==> config.mk <==
export PLATFORM = sky130hd
export DESIGN_NAME = lbus_cmd_decoder
export DESIGN_NICKNAME = d
export VERILOG_FILES = /design/src/rtl/lbus_cmd_decoder.sv
export SDC_FILE = /design/constraint.sdc
export NUM_CORES = 1
export LEC_CHECK = 0
export CORE_ASPECT_RATIO = 0.8
export CORE_MARGIN = 2
export CORE_UTILIZATION = 50
export DETAILED_ROUTE_END_ITERATION = 10
export PLACE_DENSITY_LB_ADDON = 0.12
export REMOVE_ABC_BUFFERS = 1
export SYNTH_ARGS = -nofsm -noshare
export SYNTH_HDL_FRONTEND = slang
export SYNTH_SLANG_ARGS = --single-unit
==> constraint.sdc <==
create_clock -name CLK -period 2.45 [get_ports CLK]
set_input_delay 0.49 -clock CLK [delete_from_list [all_inputs] [get_ports CLK]]
set_output_delay 0.49 -clock CLK [all_outputs]
set_load 0.005 [all_outputs]
==> src/rtl/lbus_cmd_decoder.sv <==
// ---------------------------------------------------------------------------
// lbus_cmd_decoder
//
// Main-FPGA end of the local bus. The controller FPGA streams host bytes in
// on lbus_wd/lbus_we; this block parses SASEBO-GII style commands and turns
// them into 16-bit register write/read strobes for the cipher core. Data
// read back from the core is queued high byte first in a small
// first-word-fall-through FIFO that the controller drains through
// lbus_rd/lbus_emp/lbus_re. Everything runs on the local bus clock.
//
// Command format:
//   write : 0x01, addrH, addrL, dataH, dataL
//   read  : 0x00, addrH, addrL
//
// Parameters:
//   DEPTH   read-back FIFO depth in bytes (power of 2, >= 2)
//   RD_LAT  cycles from the blk_rd pulse until blk_rdata is sampled (1..15)
//   TIMEOUT idle cycles before a half-received command is abandoned
//
// Build option:
//   LBUS_TIMEOUT_EN  when defined, an idle counter aborts incomplete commands
//                    after TIMEOUT cycles (sets err, no strobe). Without it
//                    the parser waits indefinitely for the remaining bytes.
//
// Ports:
//   CLK        local bus clock
//   RST        synchronous reset, active high
//   lbus_wd    write byte from controller
//   lbus_we    write byte valid (one byte per cycle)
//   lbus_ful   do-not-write flag
//   lbus_rd    FIFO head byte (0x00 when empty)
//   lbus_re    pop FIFO head
//   lbus_emp   FIFO empty
//   blk_addr   register address
//   blk_wdata  register write data
//   blk_wr     one-cycle write strobe
//   blk_rd     one-cycle read strobe
//   blk_rdata  register read data
//   err        sticky protocol error (cleared only by RST)
// ---------------------------------------------------------------------------
module lbus_cmd_decoder #(
  parameter int DEPTH   = 4,
  parameter int RD_LAT  = 2,
  parameter int TIMEOUT = 1024
) (
  input  logic        CLK,
  input  logic        RST,
  input  logic [7:0]  lbus_wd,
  input  logic        lbus_we,
  output logic        lbus_ful,
  output logic [7:0]  lbus_rd,
  input  logic        lbus_re,
  output logic        lbus_emp,
  output logic [15:0] blk_addr,
  output logic [15:0] blk_wdata,
  output logic        blk_wr,
  output logic        blk_rd,
  input  logic [15:0] blk_rdata,
  output logic        err
);

  localparam int PTR_W = $clog2(DEPTH);
  localparam int CNT_W = PTR_W + 1;

  localparam logic [7:0]       CMD_READ  = 8'h00;
  localparam logic [7:0]       CMD_WRITE = 8'h01;
  localparam logic [3:0]       WAIT_LAST = 4'(RD_LAT - 1);
  localparam logic [CNT_W-1:0] FUL_LEVEL = CNT_W'(DEPTH - 2);

  // Elaboration-time parameter sanity checks.
  if (DEPTH < 2 || (DEPTH & (DEPTH - 1)) != 0) begin : g_bad_depth
    $error("lbus_cmd_decoder: DEPTH must be a power of 2 and at least 2");
  end
  if (RD_LAT < 1 || RD_LAT > 15) begin : g_bad_rd_lat
    $error("lbus_cmd_decoder: RD_LAT must be in 1..15");
  end
  if (TIMEOUT < 1) begin : g_bad_timeout
    $error("lbus_cmd_decoder: TIMEOUT must be at least 1");
  end

  typedef enum logic [3:0] {
    IDLE,
    W_AH,
    W_AL,
    W_DH,
    W_DL,
    W_EXEC,
    R_AH,
    R_AL,
    R_EXEC,
    R_WAIT,
    R_PUSH_H,
    R_PUSH_L
  } state_t;

  state_t state_reg;

  // Partial command bytes; only committed to blk_* once a command completes,
  // so an aborted command never disturbs the held address/data.
  logic [7:0]  addr_h_reg;
  logic [7:0]  addr_l_reg;
  logic [7:0]  data_h_reg;
  logic [15:0] rdata_reg;
  logic [3:0]  wait_cnt_reg;

  logic [15:0] blk_addr_reg;
  logic [15:0] blk_wdata_reg;
  logic        blk_wr_reg;
  logic        blk_rd_reg;
  logic        err_reg;

  // Read-back FIFO
  logic [7:0]       mem_reg [DEPTH];
  logic [PTR_W-1:0] wr_ptr_reg;
  logic [PTR_W-1:0] rd_ptr_reg;
  logic [CNT_W-1:0] count_reg;

  logic       rd_busy;
  logic       byte_acc;
  logic       byte_drop;
  logic       push_en;
  logic [7:0] push_byte;
  logic       pop_en;
  logic       timeout_hit;

  // While a read is in flight the bus is held off, and it is also held off
  // whenever fewer than two free slots remain, so a read that is allowed to
  // start can always push both of its bytes.
  assign rd_busy   = (state_reg == R_EXEC) || (state_reg == R_WAIT) ||
                     (state_reg == R_PUSH_H) || (state_reg == R_PUSH_L);
  assign lbus_ful  = rd_busy || (count_reg > FUL_LEVEL);
  assign byte_acc  = lbus_we && !lbus_ful;
  assign byte_drop = lbus_we && lbus_ful;

  // No full check needed on push: room for both bytes was reserved above.
  assign push_en   = (state_reg == R_PUSH_H) || (state_reg == R_PUSH_L);
  assign push_byte = (state_reg == R_PUSH_H) ? rdata_reg[15:8] : rdata_reg[7:0];
  assign pop_en    = lbus_re && (count_reg != '0);

  assign lbus_emp  = (count_reg == '0);
  assign lbus_rd   = lbus_emp ? 8'h00 : mem_reg[rd_ptr_reg];

  assign blk_addr  = blk_addr_reg;
  assign blk_wdata = blk_wdata_reg;
  assign blk_wr    = blk_wr_reg;
  assign blk_rd    = blk_rd_reg;
  assign err       = err_reg;

`ifdef LBUS_TIMEOUT_EN
  localparam int TO_W = $clog2(TIMEOUT + 1);
  localparam logic [TO_W-1:0] TO_LAST = TO_W'(TIMEOUT - 1);

  logic [TO_W-1:0] to_cnt_reg;
  logic            in_cmd;

  // Only the byte-collecting states can stall on the host; the exec/read
  // states always make progress on their own.
  assign in_cmd = (state_reg == W_AH) || (state_reg == W_AL) ||
                  (state_reg == W_DH) || (state_reg == W_DL) ||
                  (state_reg == R_AH) || (state_reg == R_AL);

  // The counter holds the number of idle cycles already spent in the current
  // state, so the abort fires on the TIMEOUT-th consecutive idle cycle.
  assign timeout_hit = in_cmd && !byte_acc && (to_cnt_reg == TO_LAST);

  always_ff @(posedge CLK) begin
    if (RST || !in_cmd || byte_acc) begin
      to_cnt_reg <= '0;
    end else if (!timeout_hit) begin
      to_cnt_reg <= to_cnt_reg + 1'b1;
    end
  end
`else
  assign timeout_hit = 1'b0;
`endif

  // -------------------------------------------------------------------------
  // Command parser
  // -------------------------------------------------------------------------
  always_ff @(posedge CLK) begin
    if (RST) begin
      state_reg     <= IDLE;
      addr_h_reg    <= '0;
      addr_l_reg    <= '0;
      data_h_reg    <= '0;
      rdata_reg     <= '0;
      wait_cnt_reg  <= '0;
      blk_addr_reg  <= '0;
      blk_wdata_reg <= '0;
      blk_wr_reg    <= 1'b0;
      blk_rd_reg    <= 1'b0;
      err_reg       <= 1'b0;
    end else begin
      blk_wr_reg <= 1'b0;
      blk_rd_reg <= 1'b0;

      if (byte_drop || timeout_hit) begin
        err_reg <= 1'b1;
      end

      if (timeout_hit) begin
        state_reg <= IDLE;
      end else begin
        case (state_reg)
          // W_EXEC behaves like IDLE so a command can follow a write
          // back-to-back without a dead cycle.
          IDLE, W_EXEC: begin
            state_reg <= IDLE;
            if (byte_acc) begin
              if (lbus_wd == CMD_WRITE) begin
                state_reg <= W_AH;
              end else if (lbus_wd == CMD_READ) begin
                state_reg <= R_AH;
              end else begin
                err_reg <= 1'b1;
              end
            end
          end

          W_AH: begin
            if (byte_acc) begin
              addr_h_reg <= lbus_wd;
              state_reg  <= W_AL;
            end
          end

          W_AL: begin
            if (byte_acc) begin
              addr_l_reg <= lbus_wd;
              state_reg  <= W_DH;
            end
          end

          W_DH: begin
            if (byte_acc) begin
              data_h_reg <= lbus_wd;
              state_reg  <= W_DL;
            end
          end

          W_DL: begin
            if (byte_acc) begin
              blk_addr_reg  <= {addr_h_reg, addr_l_reg};
              blk_wdata_reg <= {data_h_reg, lbus_wd};
              blk_wr_reg    <= 1'b1;
              state_reg     <= W_EXEC;
            end
          end

          R_AH: begin
            if (byte_acc) begin
              addr_h_reg <= lbus_wd;
              state_reg  <= R_AL;
            end
          end

          R_AL: begin
            if (byte_acc) begin
              blk_addr_reg <= {addr_h_reg, lbus_wd};
              blk_rd_reg   <= 1'b1;
              state_reg    <= R_EXEC;
            end
          end

          // With RD_LAT == 1 there is no wait state and the data is taken on
          // the edge that ends the strobe cycle.
          R_EXEC: begin
            if (WAIT_LAST == 4'd0) begin
              rdata_reg <= blk_rdata;
              state_reg <= R_PUSH_H;
            end else begin
              wait_cnt_reg <= 4'd1;
              state_reg    <= R_WAIT;
            end
          end

          R_WAIT: begin
            if (wait_cnt_reg == WAIT_LAST) begin
              rdata_reg <= blk_rdata;
              state_reg <= R_PUSH_H;
            end else begin
              wait_cnt_reg <= wait_cnt_reg + 1'b1;
            end
          end

          R_PUSH_H: state_reg <= R_PUSH_L;
          R_PUSH_L: state_reg <= IDLE;

          default: state_reg <= IDLE;
        endcase
      end
    end
  end

  // -------------------------------------------------------------------------
  // Read-back FIFO (pointers wrap naturally since DEPTH is a power of 2)
  // -------------------------------------------------------------------------
  always_ff @(posedge CLK) begin
    if (push_en) begin
      mem_reg[wr_ptr_reg] <= push_byte;
    end
  end

  always_ff @(posedge CLK) begin
    if (RST) begin
      wr_ptr_reg <= '0;
      rd_ptr_reg <= '0;
      count_reg  <= '0;
    end else begin
      if (push_en) begin
        wr_ptr_reg <= wr_ptr_reg + 1'b1;
      end
      if (pop_en) begin
        rd_ptr_reg <= rd_ptr_reg + 1'b1;
      end
      case ({push_en, pop_en})
        2'b10:   count_reg <= count_reg + 1'b1;
        2'b01:   count_reg <= count_reg - 1'b1;
        default: count_reg <= count_reg;
      endcase
    end
  end

endmodule

==> results.cfg, run 1 <==
[synth]
synth_edf_count = 32
ys_seq_elements = 124
yosys.area.top_type = dfxtp_1
muxShareOfSynthArea_pct = 11.6
yosysSeqAreaShare_pct = 52.9
syn_area_per_cell_um2 = 10.7
synth_area_mm2 = 0.00529
yosys_most_used_dff = dfxtp_1
netlist_instances = 497
synth_simple_gate_area_share_pct = 14.1
synth_top_family_by_area = simple AND/OR/NAND/NOR gates
synth_fa_ha_area_share_pct = 2.03
synthDominantCellAreaShare_pct = 34.8
synth_xor_area_share_pct = 1.32
ys_types = 58
yosys_warnings = 0
synth_compound_area_share_pct = 12.9
async_flop_share_pct = 0
synthTopCellsByArea = dfxtp_1 35%, edfxtp_1 18%, mux2i_1 6.2%

[timing]
hold_viol = 0
drv_slew = 0
fmax_mhz = 424
hold_slack_ns = 0.464
tightest_slew_ns = 0.638
skew_ns = 0.00513
layout_min_cycle_time_ns = 2.36
rsz0062_at_grt = no
relSlewSlack_pct = 57.3
setup_tns_ns = 0
final.period_utilization_pct = 96.3
setup_violations = 0
fin_ws_ns = 0.0895

[die]
die_x_um = 119
die_area_mm2 = 0.0114
fp.dieH_um = 96.0
core-area_mm2 = 0.0103
num_rows = 33
num_io_pins = 73
start_util_pct = 51.5

[global_route]
track_usage_pct = 23.4
grt_max_degree = 39
first_global_vias = 4018
grt_overflow_total = 0
antenna_found_initial = 0
grt_pass1_wl_um = 20500

[detailed_routing]
drtIter0Drc = 310
vias_per_cell = 5.60
vias = 4121
routedWlPerCell_um = 17.0
drc = 0
first_pass_iters = 5
drt_wl_total_um = 12500
ant_nets = 0

[placed_design]
dp_hpwl_um = 8230
place_ws_ns = -0.0568
postPlaceCellArea_mm2 = 0.00618
gp_congestion = 0.841
io_buffers = 72
dpl.cell_count = 699

[critical_path]
reg2reg_to = count_reg[2]
rr_startpoint = state_reg[3]
worst_path_max_delay_cell = mux4_2
worstPathMaxFanout = 8
critPathKind = reg -> out
arrival_ns = 1.87
slowest_delay_ns = 0.49
cp_cell_sequence = buf_6, buf_4, mux4_2, nor2b_1, dlygate4sd2_1
cp-start-kind = register
required_ns = 1.96
r2r_slack_ns = 0.35
reg2reg_depth = 8
endpoint_kind = primary output

[clocking]
numCtsBuffers = 17
htree_levels = 4
clock_latency_ns = 0.41
cts_tree = built
root_buffer = clkbuf_16
clockBufferDepth = 2
path_clk_slew_ns = 0.05
clock_sinks = 124

[final_layout]
fin_nets = 619
diodes = 0
area_delta_synth_final_pct = 29.3
fillers = 783
multiInputGateArea_mm2 = 0.00222
register_area_mm2 = 0.00280
design_area_mm2 = 0.00685
stdcell_count = 736
drive_above_1_share_pct = 14.8
largest_reg_flops = 32

[pwr]
ir_drop_v = 0.000472
power_density_mw_per_mm2 = 764
leakage_nw = 2.64

[worst_hold_path]
min_to = blk_wdata[9]
hp-start = data_h_reg[1]
min_delay_path_depth = 2
min_path_type = reg -> reg

[job]
drv_cap = 0

[status]
status = complete, no violations
-- cell type report --
cell class                      instances  share of cell area (%)
Sequential cell                       124                    41.0
Timing Repair Buffer                  106                    14.3
Clock buffer                           20                    6.38
Multi-Input combinational cell        324                    32.4
Clock inverter                         12                    2.85
Tap cell                              140                    2.56
Inverter                               10                   0.548
-- cell families (layout without fill, tap and decap cells) --
family,count (synthesis),after routing
AND/OR/NAND/NOR,138,138
XOR/XNOR,8,8
buffers and inverters,49,148
multiplexers,50,50
flip-flops,124,124
AO/OA/AOI/OAI,120,120
adder cells (fa/ha/maj),8,8
-- Yosys cell counts (2+ instances only) --
cell type  count
a211oi_1       9
a21oi_1       55
and3_1         4
and4_1         3
buf_2          6
buf_4          5
buf_6          7
clkbuf_1      18
dfxtp_1       92
edfxtp_1      32
ha_1           7
inv_1          9
mux2_1         7
mux2_2         2
mux2i_1       33
mux4_2         8
nand2_1       11
nand2b_1       2
nand3_1       44
nand4_1        3
nor2_1        36
nor2_2         3
nor2b_1       11
nor3_1         6
nor3b_1        2
o21ai_0       43
o21ai_1        2
xnor2_1        2
xor2_1         6
-- how the worst max path moves through the flow --
stage                               to  slack, ns
after floorplan           count_reg[2]       0.25
after global placement    count_reg[2]       0.02
after detailed placement  count_reg[2]      -0.06
after CTS                   lbus_rd[6]      0.009
after global routing          lbus_emp       0.02
final                       lbus_rd[3]       0.09
-- worst max-delay path, delay by kind of cell, from the launching register on --
family                 cells  cell delay [ns]
buffers and inverters      3             0.50
flip-flops                 1             0.32
multiplexers               1             0.49
AND/OR/NAND/NOR            1             0.14
-- metrics by stage --
step	utilization [%]	total power (W)
2_1_floorplan	-	0.00238
3_5_place_dp	60.1	0.00259
5_1_grt	66.6	0.00539
4_1_cts	66.5	0.00526
6_report	66.6	0.00523
3_3_place_gp	60.1	0.00259
-- metal layers --
layer / wire length (µm) / vias up / track usage, %
met5: 0 / - / 0
met4: 138 / 0 / 7.24
met1: 5770 / 2010 / 32.8
met3: 765 / 16 / 5.33
li1: - / 1976 / -
met2: 5820 / 119 / 36.2
-- what timing repair did --
action / in CTS / in global routing
buffers inserted: 4 / 2
endpoints found under the setup margin: 8 / 3
gates resized for setup: 8 / 2
hold buffers: 0 / 0
-- power breakdown --
group	internal [W]	total [W]	switching (W)
registers	0.00212	0.00215	0.0000304
clock network	0.00180	0.00267	0.000870
logic	0.000152	0.000416	0.000264
-- cells in the final DEF (no fill, tap or decap), drive strengths merged, types with 2 or more instances in the layout --
| cell | instances |
|---|---|
| a211oi | 9 |
| a21boi | 2 |
| a21oi | 56 |
| and3 | 4 |
| and4 | 3 |
| buf | 35 |
| bufinv | 5 |
| clkbuf | 20 |
| clkdlybuf4s50 | 63 |
| clkinv | 4 |
| clkinvlp | 3 |
| dfxtp | 92 |
| dlygate4sd2 | 7 |
| edfxtp | 32 |
| ha | 7 |
| inv | 10 |
| mux2 | 9 |
| mux2i | 33 |
| mux4 | 8 |
| nand2 | 11 |
| nand2b | 2 |
| nand3 | 44 |
| nand4 | 3 |
| nor2 | 39 |
| nor2b | 11 |
| nor3 | 6 |
| nor3b | 3 |
| o21ai | 45 |
| or2 | 2 |
| or3 | 2 |
| xnor2 | 2 |
| xor2 | 6 |
Power figures use the tool's default switching activity.
==> run 2: changes to the inputs <==
--- a/config.mk
+++ b/config.mk
@@ -6,7 +6,7 @@
 export NUM_CORES = 1
 export LEC_CHECK = 0
 export CORE_ASPECT_RATIO = 0.8
-export CORE_MARGIN = 2
+export CORE_MARGIN = 8
 export CORE_UTILIZATION = 50
 export DETAILED_ROUTE_END_ITERATION = 10
 export PLACE_DENSITY_LB_ADDON = 0.12
==> run 2 against run 1 <==
Combinational power grew 3%. Highest routed layer unchanged. Via count shrank 1.3%. Register-to-register slack better by 0.04 ns. Die area is 24% higher. Core utilization decreased by 0.88 points. Critical path depth unchanged. Sequential share of layout area is 0.53 points higher. Routed wire length up 1.8%. First-iteration DRC count rose by 18%. Count of clock-buffer cells in the layout did not move.
==> results.cfg, run 2 (synthesis results as in run 1) <==
[pwr]
leakage_nw = 2.60
finalPower_w = 0.00498
ir_drop_v = 0.000433
power_density_mw_per_mm2 = 736

[die]
core-area_mm2 = 0.0103
fp.dieH_um = 108
num_rows = 33
die_area_mm2 = 0.0142
start_util_pct = 51.5
die_x_um = 131
num_io_pins = 73

[clocking]
clockBufferDepth = 2
root_buffer = clkbuf_16
clock_latency_ns = 0.41
path_clk_slew_ns = 0.06
clock_sinks = 124
cts_tree = built
numCtsBuffers = 17
htree_levels = 4

[critical_path]
slowest_delay_ns = 0.49
worstPathMaxFanout = 6
cp_cell_sequence = buf_6, buf_4, mux4_2, nor2b_1, dlygate4sd2_1
cp-start-kind = register
required_ns = 1.96
arrival_ns = 1.89
critPathKind = reg -> out
worst_path_max_delay_cell = mux4_2
endpoint_kind = primary output

[detailed_routing]
vias_per_cell = 5.56
drtIter0Drc = 367
ant_nets = 0
first_pass_iters = 5
drt_wl_total_um = 12700
routedWlPerCell_um = 17.4
vias = 4069
drc = 0

[global_route]
grt_pass1_wl_um = 20400
grt_overflow_total = 0
use_met2_pct = 27.9
first_global_vias = 3951
grt_util_met3_pct = 4.62
track_usage_pct = 18.6
antenna_found_initial = 0
busiest_layer = met2
met1_usage_pct = 25.3
grt_max_degree = 49

[timing]
hold_viol = 0
tightest_slew_ns = 0.653
drv_slew = 0
skew_ns = 0.00910
final.period_utilization_pct = 97.2
rsz0062_at_grt = no
fin_ws_ns = 0.0681
fmax_mhz = 420
relSlewSlack_pct = 56.4
setup_violations = 0
layout_min_cycle_time_ns = 2.38

[final_layout]
layout_common_cells = 92 x dfxtp_1, 63 x clkdlybuf4s50_1, 55 x a21oi_1
layout_commonest_cell = dfxtp_1
largest_reg_flops = 32
design_area_mm2 = 0.00676
fillers = 827
fin_nets = 615
diodes = 0
area_delta_synth_final_pct = 27.6
drive_above_1_share_pct = 14.5

[worst_hold_path]
min_path_type = in -> reg

[job]
drv_cap = 0

[placed_design]
dp_hpwl_um = 8670
gp_congestion = 0.849
io_buffers = 72
place_ws_ns = -0.0425
postPlaceCellArea_mm2 = 0.00616

[status]
status = complete, no violations
-- run 2: cell types whose count changed in the layout (fill, tap and decap cells not counted), moves of 2 or more --
cell / previous run / this run
buf_4: 32 / 28
bufinv_16: 5 / 2
clkinv_2: 2 / 5
inv_4: 0 / 2
-- run 2: through the flow --
step	utilization, %	cells	hold WS [ns]	TNS, ns
after global routing	65.7	732	0.378	0
after global placement	59.9	696	0.449	0
after floorplan	-	458	0.434	0
after CTS	65.7	732	0.368	0
after detailed placement	59.9	696	0.455	-0.0425
final	65.7	732	0.373	0
-- run 2: area by class of cell --
| type | count | area [µm²] | share of cell area [%] |
|---|---|---|---|
| sequential | 124 | 2800 | 41.5 |
| timing repair buffer | 102 | 951 | 14.1 |
| clock inverter | 12 | 121 | 1.80 |
| tap | 140 | 175 | 2.59 |
| multi-input combinational | 324 | 2220 | 32.9 |
| inverter | 10 | 37.5 | 0.556 |
| clock buffer | 20 | 447 | 6.61 |
-- run 2: worst max-delay path: cells and delay by family (launching register included) --
kind	cells	cell delay (ns)
DFF	1	0.32
and+or+nand+nor	1	0.14
buffers and inverters	3	0.53
muxes	1	0.49
-- run 2: path summary, 6_finish.rpt --
check / cells past startpoint / start / slack (ns) / to
max reg2reg: 8 / state_reg[3] / 0.39 / count_reg[2]
max: 5 / register / 0.07 / lbus_rd[3]
min: 2 / RST / 0.37 / wait_cnt_reg[0]
min reg2reg: 2 / data_h_reg[0] / 0.46 / blk_wdata[8]
-- run 2: timing repair --
item	in CTS	in global routing
setup buffers	4	0
gates resized for setup	9	1
hold buffers	0	0
setup endpoints to repair	9	1
-- run 2: metal layers --
layer	wire (µm)	vias to the layer above
li1	-	1961
met1	5940	1977
met2	5790	113
met3	785	18
met4	206	0
met5	0	-
-- run 2: power by group --
| group | internal, W | switching [W] | total [W] |
|---|---|---|---|
| clock | 0.00152 | 0.000897 | 0.00241 |
| sequential | 0.00212 | 0.0000184 | 0.00213 |
| combinational | 0.000153 | 0.000277 | 0.000430 |
==> run 3: changes to the inputs <==
--- a/config.mk
+++ b/config.mk
@@ -9,7 +9,7 @@
 export CORE_MARGIN = 8
 export CORE_UTILIZATION = 50
 export DETAILED_ROUTE_END_ITERATION = 10
-export PLACE_DENSITY_LB_ADDON = 0.12
+export PLACE_DENSITY_LB_ADDON = 0.08
 export REMOVE_ABC_BUFFERS = 1
 export SYNTH_ARGS = -nofsm -noshare
 export SYNTH_HDL_FRONTEND = slang
==> run 3 against run 2 <==
Final area is 0.46% higher. Clock power down 2%. Combinational power fell by 4%. Register-to-register slack got worse by 0.14 ns. Non-clock buffer count up 5. Critical path type unchanged.
==> results.cfg, run 3 (synthesis results as in run 1) <==
[timing]
setup_violations = 0
rsz0062_at_grt = no
skew_ns = 0.00782
fin_ws_ns = 0.0810
layout_min_cycle_time_ns = 2.37
hold_viol = 0
final.period_utilization_pct = 96.7
relSlewSlack_pct = 58.2
tightest_slew_ns = 0.625
fmax_mhz = 422
drv_slew = 0

[die]
start_util_pct = 51.5
num_io_pins = 73
num_rows = 33
die_area_mm2 = 0.0142
die_x_um = 131
fp.dieH_um = 108
core-area_mm2 = 0.0103

[detailed_routing]
first_pass_iters = 5
drt_wl_total_um = 13000
ant_nets = 0
vias_per_cell = 5.61
drtIter0Drc = 279
vias = 4133
drc = 0
routedWlPerCell_um = 17.6

[global_route]
grt_pass1_wl_um = 20600
grt_max_degree = 39
first_global_vias = 4021
grt_overflow_total = 0
antenna_found_initial = 0
track_usage_pct = 18.9

[placed_design]
gp_congestion = 0.868
place_ws_ns = -0.0189
dpl.cell_count = 698
io_buffers = 72
dp_hpwl_um = 8870

[critical_path]
rr_startpoint = state_reg[1]
reg2reg_to = mem_reg[1][5]
cp-start-kind = register
cp_cell_sequence = buf_6, buf_4, mux4_2, nor2b_1, dlygate4sd2_1
required_ns = 1.96
worstPathMaxFanout = 7
reg2reg_depth = 3
critPathKind = reg -> out
cp_num_cells = 5
worst_path_max_delay_cell = mux4_2
slowest_delay_ns = 0.48
cp_num_buf_inv = 3
arrival_ns = 1.88
r2r_slack_ns = 0.25
endpoint_kind = primary output
cp_top_family = buffers and inverters

[final_layout]
layout_commonest_cell = dfxtp_1
fin_nets = 620
largest_reg_flops = 32
layout_common_cells = 92 x dfxtp_1, 63 x clkdlybuf4s50_1, 55 x a21oi_1
stdcell_count = 737
drive_above_1_share_pct = 15.6
postLayoutCoreUtil_pct = 66.0
multiInputGateArea_mm2 = 0.00222
fillers = 830
diodes = 0
area_delta_synth_final_pct = 28.2
register_area_mm2 = 0.00280

[worst_hold_path]
min_to = blk_addr[13]
min_path_type = reg -> reg
hp-start = addr_h_reg[5]
min_delay_path_depth = 2

[clocking]
path_clk_slew_ns = 0.06
htree_levels = 4
clock_sinks = 124
clock_latency_ns = 0.41
root_buffer = clkbuf_16
hold_buffers = 0
numCtsBuffers = 17
cts_tree = built
clockBufferDepth = 2

[status]
status = complete, no violations

[pwr]
leakage_nw = 2.60
power_density_mw_per_mm2 = 726
ir_drop_v = 0.000459

[job]
drv_cap = 0
## run 3: cell count changes in the layout (fill, tap and decap cells not counted), moves of 2 or more
cell / change
clkinvlp_4: +2
clkinv_2: -3
buf_4: +5
inv_6: +3
clkinv_4: +4
inv_4: -2
clkbuf_1: -2
## run 3: layer usage
layer	part of all wire, %	GRT usage (%)
met1	47	25.5
met2	45	28.7
met3	6.8	4.87
met4	1.2	6.70
met5	0	0
## run 3: worst max-delay path by stage
| stage | from | endpoint | slack (ns) |
|---|---|---|---|
| after global placement | lbus_re | count_reg[2] | 0.02 |
| after CTS | register | lbus_rd[3] | 0.03 |
| final | register | lbus_rd[0] | 0.08 |
| after detailed placement | lbus_re | count_reg[2] | -0.02 |
| after global routing | register | lbus_rd[0] | 0.02 |
| after floorplan | count_reg[0] | count_reg[2] | 0.25 |
## run 3: where the power goes
part,total [W],internal [W],switching (W)
combinational,0.000414,0.000152,0.000262
clock,0.00236,0.00141,0.000959
sequential,0.00215,0.00211,0.0000330
total,0.00493,0.00367,0.00125
## run 3: what timing repair did
| action | in CTS | in global routing |
|---|---|---|
| endpoints found under the setup margin | 8 | 3 |
| resized for setup | 9 | 1 |
| setup buffers | 3 | 4 |
| endpoints found under the hold margin | 0 | 0 |
## run 3: final cells by class
class	count	area share, %
flip-flops and latches	124	41.3
multi-input cells	324	32.7
repair buffers	107	14.5
clock buffers	17	6.27
well taps	140	2.58
clock inverters	15	2.06
inverters	10	0.553
## run 3: worst reg2reg max path, delay by kind of cell, from the launching register on
family,cells,cell delay (ns)
DFF,1,0.63
and+or+nand+nor,2,0.83
muxes,1,0.47
## run 3: per-stage QoR
step	TNS [ns]	hold slack, ns	power, W	instance area [µm²]
2_1_floorplan	0	0.434	0.00238	5060
3_3_place_gp	0	0.449	0.00259	6170
3_5_place_dp	-0.0189	0.458	0.00260	6170
4_1_cts	0	0.466	0.00495	6750
5_1_grt	0	0.476	0.00509	6790
6_report	0	0.462	0.00493	6790
